==> src/rtl/pipe_hazard_ctl.sv <==
// Central stall/flush controller: RAW scoreboard, busy merging and branch redirect
// for an in-order pipeline, producing per-stage hold and bubble vectors.
module pipe_hazard_ctl #(
  parameter int unsigned NUM_STAGES     = 5,
  parameter int unsigned REG_IDX_W      = 5,
  parameter int unsigned REDIRECT_STAGE = 2,
  parameter int unsigned WB_BYPASS      = 1,
  parameter int unsigned CNT_W          = 3
) (
  input  logic                  clk,
  input  logic                  clr,
  input  logic                  i_id_valid,
  input  logic [REG_IDX_W-1:0]  i_id_rs1,
  input  logic                  i_id_rs1_en,
  input  logic [REG_IDX_W-1:0]  i_id_rs2,
  input  logic                  i_id_rs2_en,
  input  logic                  i_id_dest_en,
  input  logic [REG_IDX_W-1:0]  i_id_dest_reg,
  input  logic                  i_wb_dest_en,
  input  logic [REG_IDX_W-1:0]  i_wb_dest_reg,
  input  logic [NUM_STAGES-1:0] i_stage_busy,
  input  logic                  i_redirect,
  output logic [NUM_STAGES-1:0] o_stall,
  output logic [NUM_STAGES-1:0] o_clr,
  output logic                  o_issue,
  output logic [31:0]           o_hazard_cycles,
  output logic                  o_sb_err
);

  localparam int unsigned NUM_REGS = 1 << REG_IDX_W;
  localparam logic [CNT_W-1:0] CNT_MAX = '1;
  localparam logic [CNT_W-1:0] CNT_ONE = CNT_W'(1);

  logic [CNT_W-1:0]      cnt     [NUM_REGS];
  logic [CNT_W-1:0]      cnt_nxt [NUM_REGS];
  logic [CNT_W-1:0]      cnt_rs1, cnt_rs2;
  logic                  pend_rs1, pend_rs2, raw;
  logic                  redir_eff, inc_en, dec_en, err_set, hazard_cnt_en;
  logic [NUM_STAGES-1:0] busy, stall_v, clr_v;

  assign cnt_rs1 = cnt[i_id_rs1];
  assign cnt_rs2 = cnt[i_id_rs2];

  // A single outstanding write retiring this cycle is visible through the write-through file
  assign pend_rs1 = (cnt_rs1 != '0) &&
                    !((WB_BYPASS != 0) && (cnt_rs1 == CNT_ONE) && i_wb_dest_en &&
                      (i_wb_dest_reg == i_id_rs1));
  assign pend_rs2 = (cnt_rs2 != '0) &&
                    !((WB_BYPASS != 0) && (cnt_rs2 == CNT_ONE) && i_wb_dest_en &&
                      (i_wb_dest_reg == i_id_rs2));

  assign raw = i_id_valid &&
               ((i_id_rs1_en && (i_id_rs1 != '0) && pend_rs1) ||
                (i_id_rs2_en && (i_id_rs2 != '0) && pend_rs2));

  // Stall/bubble/redirect network
  always_comb begin
    busy      = i_stage_busy | (NUM_STAGES'(raw) << 1);
    stall_v   = '0;
    clr_v     = '0;
    stall_v[NUM_STAGES-1] = busy[NUM_STAGES-1];
    for (int k = NUM_STAGES - 2; k >= 0; k--) begin
      stall_v[k] = stall_v[k+1] | busy[k];
    end
    for (int k = 0; k < NUM_STAGES - 1; k++) begin
      clr_v[k+1] = stall_v[k] & ~stall_v[k+1];
    end
    redir_eff = i_redirect & ~stall_v[REDIRECT_STAGE];
    if (redir_eff) begin
      for (int k = 0; k < REDIRECT_STAGE; k++) begin
        stall_v[k] = 1'b0;
        clr_v[k]   = 1'b1;
      end
    end
    o_issue = i_id_valid & ~stall_v[1] & ~clr_v[1] & ~redir_eff;
    o_stall = stall_v;
    o_clr   = clr_v;
    if (clr) begin
      o_stall = '0;
      o_clr   = '1;
      o_issue = 1'b0;
    end
  end

  assign inc_en        = o_issue && i_id_dest_en && (i_id_dest_reg != '0);
  assign dec_en        = i_wb_dest_en && (i_wb_dest_reg != '0);
  assign hazard_cnt_en = raw && (i_stage_busy[NUM_STAGES-1:2] == '0);

  // Scoreboard next state; coincident inc/dec on one entry cancel
  always_comb begin
    err_set = 1'b0;
    for (int i = 0; i < NUM_REGS; i++) begin
      cnt_nxt[i] = cnt[i];
      if (inc_en && (i_id_dest_reg == REG_IDX_W'(i)) &&
          !(dec_en && (i_wb_dest_reg == REG_IDX_W'(i)))) begin
        if (cnt[i] == CNT_MAX) err_set = 1'b1;
        else                   cnt_nxt[i] = cnt[i] + CNT_ONE;
      end else if (dec_en && (i_wb_dest_reg == REG_IDX_W'(i)) &&
                   !(inc_en && (i_id_dest_reg == REG_IDX_W'(i)))) begin
        if (cnt[i] == '0) err_set = 1'b1;
        else              cnt_nxt[i] = cnt[i] - CNT_ONE;
      end
    end
  end

  always_ff @(posedge clk) begin
    if (clr) begin
      for (int i = 0; i < NUM_REGS; i++) cnt[i] <= '0;
      o_hazard_cycles <= '0;
      o_sb_err        <= 1'b0;
    end else begin
      for (int i = 0; i < NUM_REGS; i++) cnt[i] <= cnt_nxt[i];
      if (hazard_cnt_en) o_hazard_cycles <= o_hazard_cycles + 32'd1;
      if (err_set)       o_sb_err        <= 1'b1;
    end
  end

endmodule

==> config.mk <==
export PLATFORM = sky130hd
export DESIGN_NAME = pipe_hazard_ctl
export DESIGN_NICKNAME = d
export VERILOG_FILES = /design/src/rtl/pipe_hazard_ctl.sv
export SDC_FILE = /design/constraint.sdc
export NUM_CORES = 1
export LEC_CHECK = 0
export CAP_MARGIN = 15
export CORE_UTILIZATION = 30
export DETAILED_ROUTE_END_ITERATION = 6
export PLACE_DENSITY = 0.56
export REMOVE_ABC_BUFFERS = 1
export SYNTH_ARGS = -nofsm -noshare
export SYNTH_HDL_FRONTEND = slang
export SYNTH_SLANG_ARGS = --single-unit
==> constraint.sdc <==
create_clock -name clk -period 9.79 [get_ports clk]
set_input_delay 2.4475 -clock clk [delete_from_list [all_inputs] [get_ports clk]]
set_output_delay 2.4475 -clock clk [all_outputs]
set_load 0.05 [all_outputs]
### Yosys cells after proc, flatten, opt, wreduce, memory -nomap -nowiden

Memories as Yosys holds them, arrays and structs flattened.
Index checks and enable logic that the tools add are counted.

* memory bits (read-only): 0
* latch bits: 0
* output and inout port bits: 44
* memory bits (writable): 96
* logic and storage cells: 765
* memories: 1
* bits in registers: 33

* bitwise operators: 52
* multiplexer cells: 296
* reductions and logical operators: 251
* div/mod/pow operators: 0
* multipliers: 0
* order comparisons: 0
* add/subtract/negate cells: 65
* shifts and indexed selects: 0
* equal/unequal tests: 98

Memory list
* cnt: depth 32, bits a word 3, read ports 34, clocked after Yosys merged registers in 0, write ports 32, RTL line 34 `logic [CNT_W-1:0] cnt [NUM_REGS];`

Operator list (count)
* 3-bit two-way mux: 160
* 5-bit equality test, second input constant: 32
* 1-bit logical AND: 143
* 1-bit two-way mux: 132
* 3-bit logical NOT: 33
* 3-bit by 1-bit adder with 3-bit output, second input constant: 32
* 3-bit equality test, second input constant: 32
* 3-bit by 1-bit subtractor with 3-bit output, second input constant: 32
* 5-bit by 4-bit equality test with 1-bit output, second input constant: 16
* 1-bit logical NOT: 66
* 5-bit by 3-bit equality test with 1-bit output, second input constant: 8
* 1-bit OR: 36
* 32-bit by 1-bit adder with 32-bit output, second input constant: 1
* 5-bit by 2-bit equality test with 1-bit output, second input constant: 4
* 5-bit nonzero test: 4
* 5-bit by 1-bit equality test with 1-bit output, second input constant: 2
* 5-bit equality test: 2
* 5-bit logical NOT: 2
* 5-bit two-way mux: 2
* 1-bit AND: 8
* 1-bit inverter: 7
* 3-bit by 1-bit equality test with 1-bit output, second input constant: 2
* 3-bit nonzero test: 2
* 5-bit by 2-bit OR with 5-bit output: 1
* other kinds (2): 3

### Logic depth before layout (Yosys ltp)

Gate-level depths: netlist of the first run.
An unclocked memory read counts as a cell.

* depth in word-level cells: 120
* mapped depth: 23
* depth with buffers taken out: 17

### Worst setup path after synthesis of the first run

OpenSTA, ideal clock, no wires.

* path kind: input-to-output
* from: input port i_id_rs1[0]
* to: output port o_stall[1]
* buffers on the path: 5
* slack: 2.297 ns
* stages on the path: 11
* data required time: 7.343 ns
* arrival time: 5.045 ns
* path through: buf_2 buf_4 mux4_2 nand2_1 o22ai_1 nor4_2 o41ai_2 buf_4 buf_6 buf_6 a21oi_1

* cells in the longest elaborated chain, start to end: 13
* elaborated cells between the ends (all ways): 17
* those cells by class: 2 x eq/ne; 2 x mux; 2 x bitwise; 10 x reduce/logical; 1 x memory

RTL lines
* start: declaration: RTL line 13 `input logic [REG_IDX_W-1:0] i_id_rs1,`
* memory read 32 x 3 bit
* 3-bit by 1-bit equality test with 1-bit output: RTL line 46 `!((WB_BYPASS != 0) && (cnt_rs1 == CNT_ONE) && i_wb_dest_en &&`
* 1-bit logical AND (2 in a row): RTL line 46
* 1-bit logical NOT: RTL line 46
* 1-bit logical AND: RTL line 45 `assign pend_rs1 = (cnt_rs1 != '0) &&`
* 1-bit logical AND *: RTL line 53 `((i_id_rs1_en && (i_id_rs1 != '0) && pend_rs1) ||`
* 1-bit logical OR *: RTL line 53
* 1-bit logical AND *: RTL line 52 `assign raw = i_id_valid &&`
* 5-bit by 2-bit OR with 5-bit output *: RTL line 58 `busy = i_stage_busy | (NUM_STAGES'(raw) << 1);`
* 1-bit OR *: RTL line 63 `stall_v[k] = stall_v[k+1] | busy[k];`
* 2-bit two-way mux *: RTL line 69 `if (redir_eff) begin`
* 5-bit two-way mux *: RTL line 78 `if (clr) begin`
* end: declaration: RTL line 23 `output logic [NUM_STAGES-1:0] o_stall,`

Every way passes the cells marked *; elsewhere a longest branch is shown, timed or not.

### Worst setup path in the final report of the first run

* from: input port i_id_rs1[0]
* to: output port o_clr[1]

* cells in the longest elaborated chain, start to end: 15
* elaborated cells between the ends (all ways): 20
* those cells by class: 2 x eq/ne; 2 x mux; 5 x bitwise; 10 x reduce/logical; 1 x memory

RTL lines
* memory read 32 x 3 bit
* 3-bit by 1-bit equality test with 1-bit output: RTL line 46
* 1-bit logical AND (2 in a row): RTL line 46
* 1-bit logical NOT: RTL line 46
* 1-bit logical AND: RTL line 45
* 1-bit logical AND *: RTL line 53
* 1-bit logical OR *: RTL line 53
* 1-bit logical AND *: RTL line 52
* 5-bit by 2-bit OR with 5-bit output *: RTL line 58
* 1-bit OR *: RTL line 63
* 1-bit OR / 1-bit inverter (equally long branches): RTL line 63, 66
* 1-bit AND *: RTL line 66 `clr_v[k+1] = stall_v[k] & ~stall_v[k+1];`
* 2-bit two-way mux *: RTL line 69
* 5-bit two-way mux *: RTL line 78
* end: declaration: RTL line 24 `output logic [NUM_STAGES-1:0] o_clr,`

Marked as above.

==> results.sh, run 1 <==
export IMPL_fp_dieArea_um2=41000
export IMPL_tritoncts="done"
export IMPL_r2r_cells=16
export IMPL_finalInstanceArea_um2=13700
export IMPL_clock_sinks=129
export IMPL_floorplan_initialDensity=0.304
export IMPL_synth_area_um2=12100
export IMPL_netlist_top_cell_by_area="sky130_fd_sc_hd__dfxtp_1"
export IMPL_ys_top_cells_by_area="sky130_fd_sc_hd__dfxtp_1 (21%), sky130_fd_sc_hd__ha_1 (7.1%), sky130_fd_sc_hd__nor2_1 (5.2%)"
export IMPL_drv_max_cap_violation_count=0
export IMPL_synth_edf_count=0
export IMPL_synthToLayoutAreaGrowth_pct=13.3
export IMPL_critical_path_arrival_ns=6.34
export IMPL_yosys_warnings=0
export IMPL_vias=12200
export IMPL_ir_worst_vdd_v=0.000113
export IMPL_grt_max_degree=71
export IMPL_synth_seq_cells=129
export IMPL_die_x_um=203
export IMPL_hold_path_class="flop to flop"
export IMPL_grt_first_pass_wirelength_um=61900
export IMPL_leakage_nw=4.85
export IMPL_dominantRegCellSynth="sky130_fd_sc_hd__dfxtp_1"
export IMPL_worstSetupStartpointType="primary input"
export IMPL_detailedRoute_firstPassIterationCount=7
export IMPL_wl_per_cell_um=18.0
export IMPL_hold_buffers=0
export IMPL_syn_mean_instance_area_um2=7.39
export IMPL_count_of_antenna_violating_nets_left_after_detailed_routing=0
export IMPL_critical_path_max_stage_delay_ns=0.94
export IMPL_fin_tns_setup_ns=0
export IMPL_layout_min_cycle_time_ns=8.78
export IMPL_antenna_found_initial=1
export IMPL_timing_critical_path_fanout_max=13
export IMPL_worst_path_buf_inv=3
export IMPL_later_pin_clock_latency_in_the_skew_report_ns=0.44
export IMPL_synth_seq_area_share=0.214
export IMPL_worst_pin_slew_ns=0.935
export IMPL_finalHoldViolCount=0
export IMPL_final_common_cell="sky130_fd_sc_hd__nor2_1"
export IMPL_reg2reg_slack_ns=4.23
export IMPL_worstPathCellList="clkdlybuf4s50_1, buf_4, mux4_2, o22ai_1, nor4_2, o41ai_4, nand3_1, nand2_1, clkdlybuf4s50_1"
export IMPL_final_cell_mix="sky130_fd_sc_hd__nor2_1 (166), sky130_fd_sc_hd__dfxtp_1 (129), sky130_fd_sc_hd__inv_1 (127), sky130_fd_sc_hd__a21oi_1 (120), sky130_fd_sc_hd__nor3_1 (116)"
export IMPL_route_detailed_vias_per_inst=5.64
export IMPL_cts_root_buffer="sky130_fd_sc_hd__clkbuf_16"
export IMPL_track_usage=0.190
export IMPL_crit_cells=9
export IMPL_first_global_vias=11200
export IMPL_cts_repair_resizes=0
export IMPL_slew_headroom=0.368
export IMPL_asyncSetResetFlopFracSynth=0
export IMPL_cts_max_path_buffers=2
export IMPL_synth_lib_cells_used_distinct=73
export IMPL_cts_reportedPaths_clkPinSlew_ns=0.07
export IMPL_finalCritPeriodShare=0.897
export IMPL_postPlaceCellArea_um2=13100
export IMPL_synth_top_area_frac=0.214
export IMPL_required_ns=7.34
export IMPL_finalNetCount=1762
export IMPL_ios=77
export IMPL_run_status="finished clean"
export IMPL_hold_depth=2
export IMPL_cpLargestDelayFamily="buffers and inverters"
export IMPL_post_detail_place_hpwl_um=29300
export IMPL_finalClockSkew_ns=0.0131
export IMPL_core_um2=39700
export IMPL_drive_gt1_frac=0.0627
export IMPL_achievable_frequency_mhz=114
export IMPL_post_synth_inst_count=1633
export IMPL_postCtsSetupBuffers=0
export IMPL_first_iter_violations=975
export IMPL_core_rowCount=73
export IMPL_cts_inserted_buffers=17
export IMPL_routed_wirelength_um=39100
export IMPL_grt_setup_unrepaired="false"
export IMPL_chip_height_um=203
export IMPL_critical_path_endpoint_type="output port"
export IMPL_global_route_overflow_total=0
export IMPL_slowest_stage="sky130_fd_sc_hd__clkdlybuf4s50_1"
export IMPL_final_setup_viol_count=0
export IMPL_powerDensity_nw_per_um2=100
export IMPL_critical_path_top_cell_by_count="sky130_fd_sc_hd__clkdlybuf4s50_1"
export IMPL_port_buffers=76
export IMPL_post_route_drc_count=0
export IMPL_final_max_slew_violation_count=0
export IMPL_cts_htree_levels=4
export IMPL_worst_setup_path_type="primary input to output port"
export IMPL_gp_congestion=0.941
[cell type report]
type                            count  area, um^2
Timing Repair Buffer               86         843
Multi-Input combinational cell   1269        8530
Inverter                          127         477
Sequential cell                   129        2580
Tap cell                          525         657
Clock inverter                     15         155
Fill cell                        4209       26100
Antenna cell                        1        2.50
Clock buffer                       17         425
[synth_stat cells (6+ instances only)]
cell                       instances
sky130_fd_sc_hd__nor2b_1          21
sky130_fd_sc_hd__nand4b_1         10
sky130_fd_sc_hd__o32a_1           10
sky130_fd_sc_hd__a21oi_1         120
sky130_fd_sc_hd__a22oi_1          13
sky130_fd_sc_hd__mux2i_1           6
sky130_fd_sc_hd__inv_1           127
sky130_fd_sc_hd__or4_1            24
sky130_fd_sc_hd__o31ai_1          18
sky130_fd_sc_hd__nor3_1          116
sky130_fd_sc_hd__a21o_1            7
sky130_fd_sc_hd__mux4_2           23
sky130_fd_sc_hd__a41oi_1          10
sky130_fd_sc_hd__buf_2            15
sky130_fd_sc_hd__and3_1           24
sky130_fd_sc_hd__clkbuf_1         79
sky130_fd_sc_hd__nand2_1         103
sky130_fd_sc_hd__or3_1            59
sky130_fd_sc_hd__nor4_1           16
sky130_fd_sc_hd__nand3_1          59
sky130_fd_sc_hd__ha_1             68
sky130_fd_sc_hd__dfxtp_1         129
sky130_fd_sc_hd__o21ai_0         106
sky130_fd_sc_hd__nor2_1          166
sky130_fd_sc_hd__nand2b_1          8
sky130_fd_sc_hd__a211oi_1         22
sky130_fd_sc_hd__a31oi_1          16
sky130_fd_sc_hd__fa_1             31
sky130_fd_sc_hd__nand4_1          24
sky130_fd_sc_hd__xor2_1           20
sky130_fd_sc_hd__nand3b_1         30
sky130_fd_sc_hd__buf_6             6
sky130_fd_sc_hd__a221oi_1         12
sky130_fd_sc_hd__o22ai_1          29
sky130_fd_sc_hd__or2_2            22
sky130_fd_sc_hd__o21ai_1           7
[layer usage]
layer / global-route usage / wire (um) / vias to the layer above
li1: - / - / 5931
met1: 0.252 / 17300 / 5896
met2: 0.317 / 18300 / 356
met3: 0.0342 / 2700 / 56
met4: 0.0502 / 869 / 0
met5: 0 / 0 / -
[through the flow]
step / setup WS, ns / utilization / total power, mW / hold WS [ns] / std cells
after floorplan: 0.404 / - / 0.637 / 0.510 / 1525
after global placement: 1.00 / 0.329 / 0.722 / 0.469 / 2136
after detailed placement: 0.997 / 0.329 / 0.723 / 0.482 / 2136
after CTS: 0.991 / 0.344 / 1.38 / 0.492 / 2168
after global routing: 0.782 / 0.344 / 1.42 / 0.522 / 2169
final: 1.01 / 0.344 / 1.37 / 0.487 / 2169
[worst paths after layout]
path                       start                   to
max reg2reg           cnt[12][1]             o_sb_err
max                  i_id_rs1[0]             o_clr[1]
min          o_hazard_cycles[31]  o_hazard_cycles[31]
min reg2reg  o_hazard_cycles[31]  o_hazard_cycles[31]
[worst register-to-register path, cell delays in order (launching register included)]
cell,delay (ns)
sky130_fd_sc_hd__dfxtp_1,0.57
sky130_fd_sc_hd__nor2_1,0.14
sky130_fd_sc_hd__mux4_2,0.48
sky130_fd_sc_hd__mux2i_1,0.26
sky130_fd_sc_hd__o31ai_1,0.13
sky130_fd_sc_hd__a31oi_1,0.51
sky130_fd_sc_hd__nor4_4,0.13
sky130_fd_sc_hd__nand4_2,0.25
sky130_fd_sc_hd__buf_4,0.41
sky130_fd_sc_hd__buf_4,0.40
sky130_fd_sc_hd__nor3_1,0.12
sky130_fd_sc_hd__ha_1,0.29
sky130_fd_sc_hd__inv_1,0.13
sky130_fd_sc_hd__nand2_1,0.12
sky130_fd_sc_hd__o311ai_0,0.80
sky130_fd_sc_hd__nor4_1,0.19
sky130_fd_sc_hd__a31oi_1,0.44
[flip-flops by register name (all words and copies together) (netlist names)]
signal	count
o_sb_err	1
cnt	96
o_hazard_cycles	32
[power breakdown]
group,switching [mW],total [mW],internal [mW]
clock network,0.312,0.655,0.342
registers,0.0148,0.545,0.530
logic,0.108,0.169,0.0604
[logic make-up after synthesis]
kind of cell    Yosys count  share of synthesized area
xor+xnor                 25                     0.0182
buf+inv                 237                     0.0806
flops                   129                      0.214
other cells               2                   0.000623
simple gates            706                      0.307
fa+ha+maj                99                      0.122
compound gates          403                      0.207
mux                      32                     0.0507
Power figures use the tool's default switching activity.
==> run 2, diff against run 1 <==
Settings changed: GPL_TIMING_DRIVEN set to 0, REMOVE_ABC_BUFFERS 1 to unset.
==> results.sh, run 2 (synthesis results as in run 1) <==
export IMPL_worstSetupStartpointType="primary input"
export IMPL_post_route_drc_count=2
export IMPL_multi_input_gate_area_in_the_final_layout_um2=8520
export IMPL_layout_min_cycle_time_ns=9.36
export IMPL_floorplan_initialDensity=0.304
export IMPL_ir_worst_vdd_v=0.000111
export IMPL_wl_per_cell_um=19.5
export IMPL_finalCritPeriodShare=0.956
export IMPL_post_detail_place_hpwl_um=33900
export IMPL_worst_pin_slew_ns=1.21
export IMPL_routed_wire_length_on_met3_um=3140
export IMPL_finalHoldViolCount=0
export IMPL_hold_path_class="flop to flop"
export IMPL_critical_path_arrival_ns=6.91
export IMPL_chip_height_um=203
export IMPL_final_max_slew_violation_count=0
export IMPL_cts_reportedPaths_clkPinSlew_ns=0.07
export IMPL_gp_congestion=1.00
export IMPL_timing_critical_path_fanout_max=10
export IMPL_largest_registers_in_the_final_layout="cnt: 96 flops, o_hazard_cycles: 32 flops, o_sb_err: 1 flops"
export IMPL_cts_root_buffer="sky130_fd_sc_hd__clkbuf_16"
export IMPL_antennaDiodeCount=0
export IMPL_routed_wirelength_um=44000
export IMPL_global_route_overflow_total=0
export IMPL_grt_setup_unrepaired="false"
export IMPL_largest_register_ff_count=96
export IMPL_final_common_cell="sky130_fd_sc_hd__nor2_1"
export IMPL_die_x_um=203
export IMPL_final_setup_viol_count=0
export IMPL_detail_route_wirelength_met1_um=19200
export IMPL_post_layout_nonfiller_instances=2261
export IMPL_postCtsSetupBuffers=0
export IMPL_powerDensity_nw_per_um2=101
export IMPL_cts_htree_levels=4
export IMPL_grt_max_degree=17
export IMPL_track_usage=0.215
export IMPL_core_rowCount=73
export IMPL_dp_cells=2230
export IMPL_ios=77
export IMPL_detailedRoute_firstPassIterationCount=7
export IMPL_finalClockSkew_ns=0.0114
export IMPL_cts_max_path_buffers=2
export IMPL_top_register="cnt"
export IMPL_run_status="finished, violations left"
export IMPL_hold_buffers=0
export IMPL_count_of_antenna_violating_nets_left_after_detailed_routing=0
export IMPL_critical_path_endpoint_type="output port"
export IMPL_drive_gt1_frac=0.0668
export IMPL_finalNetCount=1856
export IMPL_detailroute_wirelength_met2_um=20200
export IMPL_cts_inserted_buffers=17
export IMPL_port_buffers=70
export IMPL_clock_sinks=129
export IMPL_slew_headroom=0.196
export IMPL_tritoncts="done"
export IMPL_core_um2=39700
export IMPL_grt_first_pass_wirelength_um=68000
export IMPL_achievable_frequency_mhz=107
export IMPL_vias=12800
export IMPL_final_seq_area_um2=2580
export IMPL_final_cell_mix="sky130_fd_sc_hd__nor2_1 (166), sky130_fd_sc_hd__dfxtp_1 (129), sky130_fd_sc_hd__inv_1 (127), sky130_fd_sc_hd__a21oi_1 (120), sky130_fd_sc_hd__nor3_1 (116)"
export IMPL_required_ns=7.34
export IMPL_route_detailed_vias_per_inst=5.65
export IMPL_first_global_vias=11800
export IMPL_antenna_found_initial=0
export IMPL_violations_in_the_final_reports="design-rule violations"
export IMPL_fp_dieArea_um2=41000
export IMPL_fin_tns_setup_ns=0
export IMPL_drv_max_cap_violation_count=0
export IMPL_later_pin_clock_latency_in_the_skew_report_ns=0.45
export IMPL_synthToLayoutAreaGrowth_pct=16.4
export IMPL_leakage_nw=4.99
export IMPL_cts_repair_resizes=0
export IMPL_routed_top_layer="met4"
export IMPL_worst_setup_path_type="primary input to output port"
export IMPL_final_fill_count=4245
export IMPL_first_iter_violations=1166
## run 2: changes by cell type in the layout (fill, tap and decap cells not counted), sizes merged
cell,before,now
buf,12,31
clkbuf,17,97
clkdlybuf4s50,74,70
inv,138,133
clkinv,3,2
clkinvlp,1,2
diode,1,0
bufinv,0,3
## run 2: path summary, 6_finish.rpt
kind,from,to,slack (ns),cells after the start
max,i_id_rs2[0],o_clr[1],0.43,13
min,o_hazard_cycles[31],o_hazard_cycles[31],0.49,2
max reg2reg,cnt[1][2],cnt[24][2],4.08,19
min reg2reg,o_hazard_cycles[31],o_hazard_cycles[31],0.49,2
## run 2: power breakdown
part           leakage, nW  internal (mW)  switching, mW
combinational         3.66         0.0639          0.121
sequential            1.04          0.531        0.00946
clock                0.295          0.411          0.286
## run 2: routing by layer
metal	vias to the layer above	GRT usage
met5	-	0
met1	6110	0.280
met2	451	0.345
li1	6120	-
met4	0	0.0822
met3	84	0.0474
## run 2: through the flow
step            util  power, mW  setup WS, ns  area [um^2]  hold slack (ns)
6_report       0.353       1.42         0.431        14000            0.490
5_1_grt        0.353       1.47         0.286        14000            0.535
4_1_cts        0.353       1.43         0.433        14000            0.493
3_5_place_dp   0.338      0.733         0.459        13400            0.484
3_3_place_gp   0.338      0.732         0.450        13400            0.471
2_1_floorplan      -      0.661          2.30        12100            0.513
## run 2: critical path, cell delays in order
cell	delay, ns
sky130_fd_sc_hd__clkdlybuf4s50_1	0.75
sky130_fd_sc_hd__buf_2	0.37
sky130_fd_sc_hd__mux4_2	0.39
sky130_fd_sc_hd__a21boi_0	0.14
sky130_fd_sc_hd__o21ai_0	0.27
sky130_fd_sc_hd__o211ai_2	0.20
sky130_fd_sc_hd__o41ai_2	0.73
sky130_fd_sc_hd__buf_4	0.29
sky130_fd_sc_hd__buf_6	0.16
sky130_fd_sc_hd__buf_6	0.15
sky130_fd_sc_hd__nand3_1	0.08
sky130_fd_sc_hd__nand2_1	0.08
sky130_fd_sc_hd__clkdlybuf4s50_1	0.82
## run 2: final cells by class
cell class	instances	area share
flip-flops and latches	129	0.184
multi-input cells	1269	0.606
inverters	127	0.0339
plain buffers	110	0.0353
well taps	525	0.0468
repair buffers	70	0.0499
clock inverters	13	0.0125
clock buffers	18	0.0313
==> run 3, diff against run 2 <==
Settings changed: ABC_CLOCK_PERIOD_IN_PS set to 9790, SETUP_SLACK_MARGIN set to 0.1.
==> results of run 3 <==
The final DEF is identical to that of run 2; final timing and power are the same.
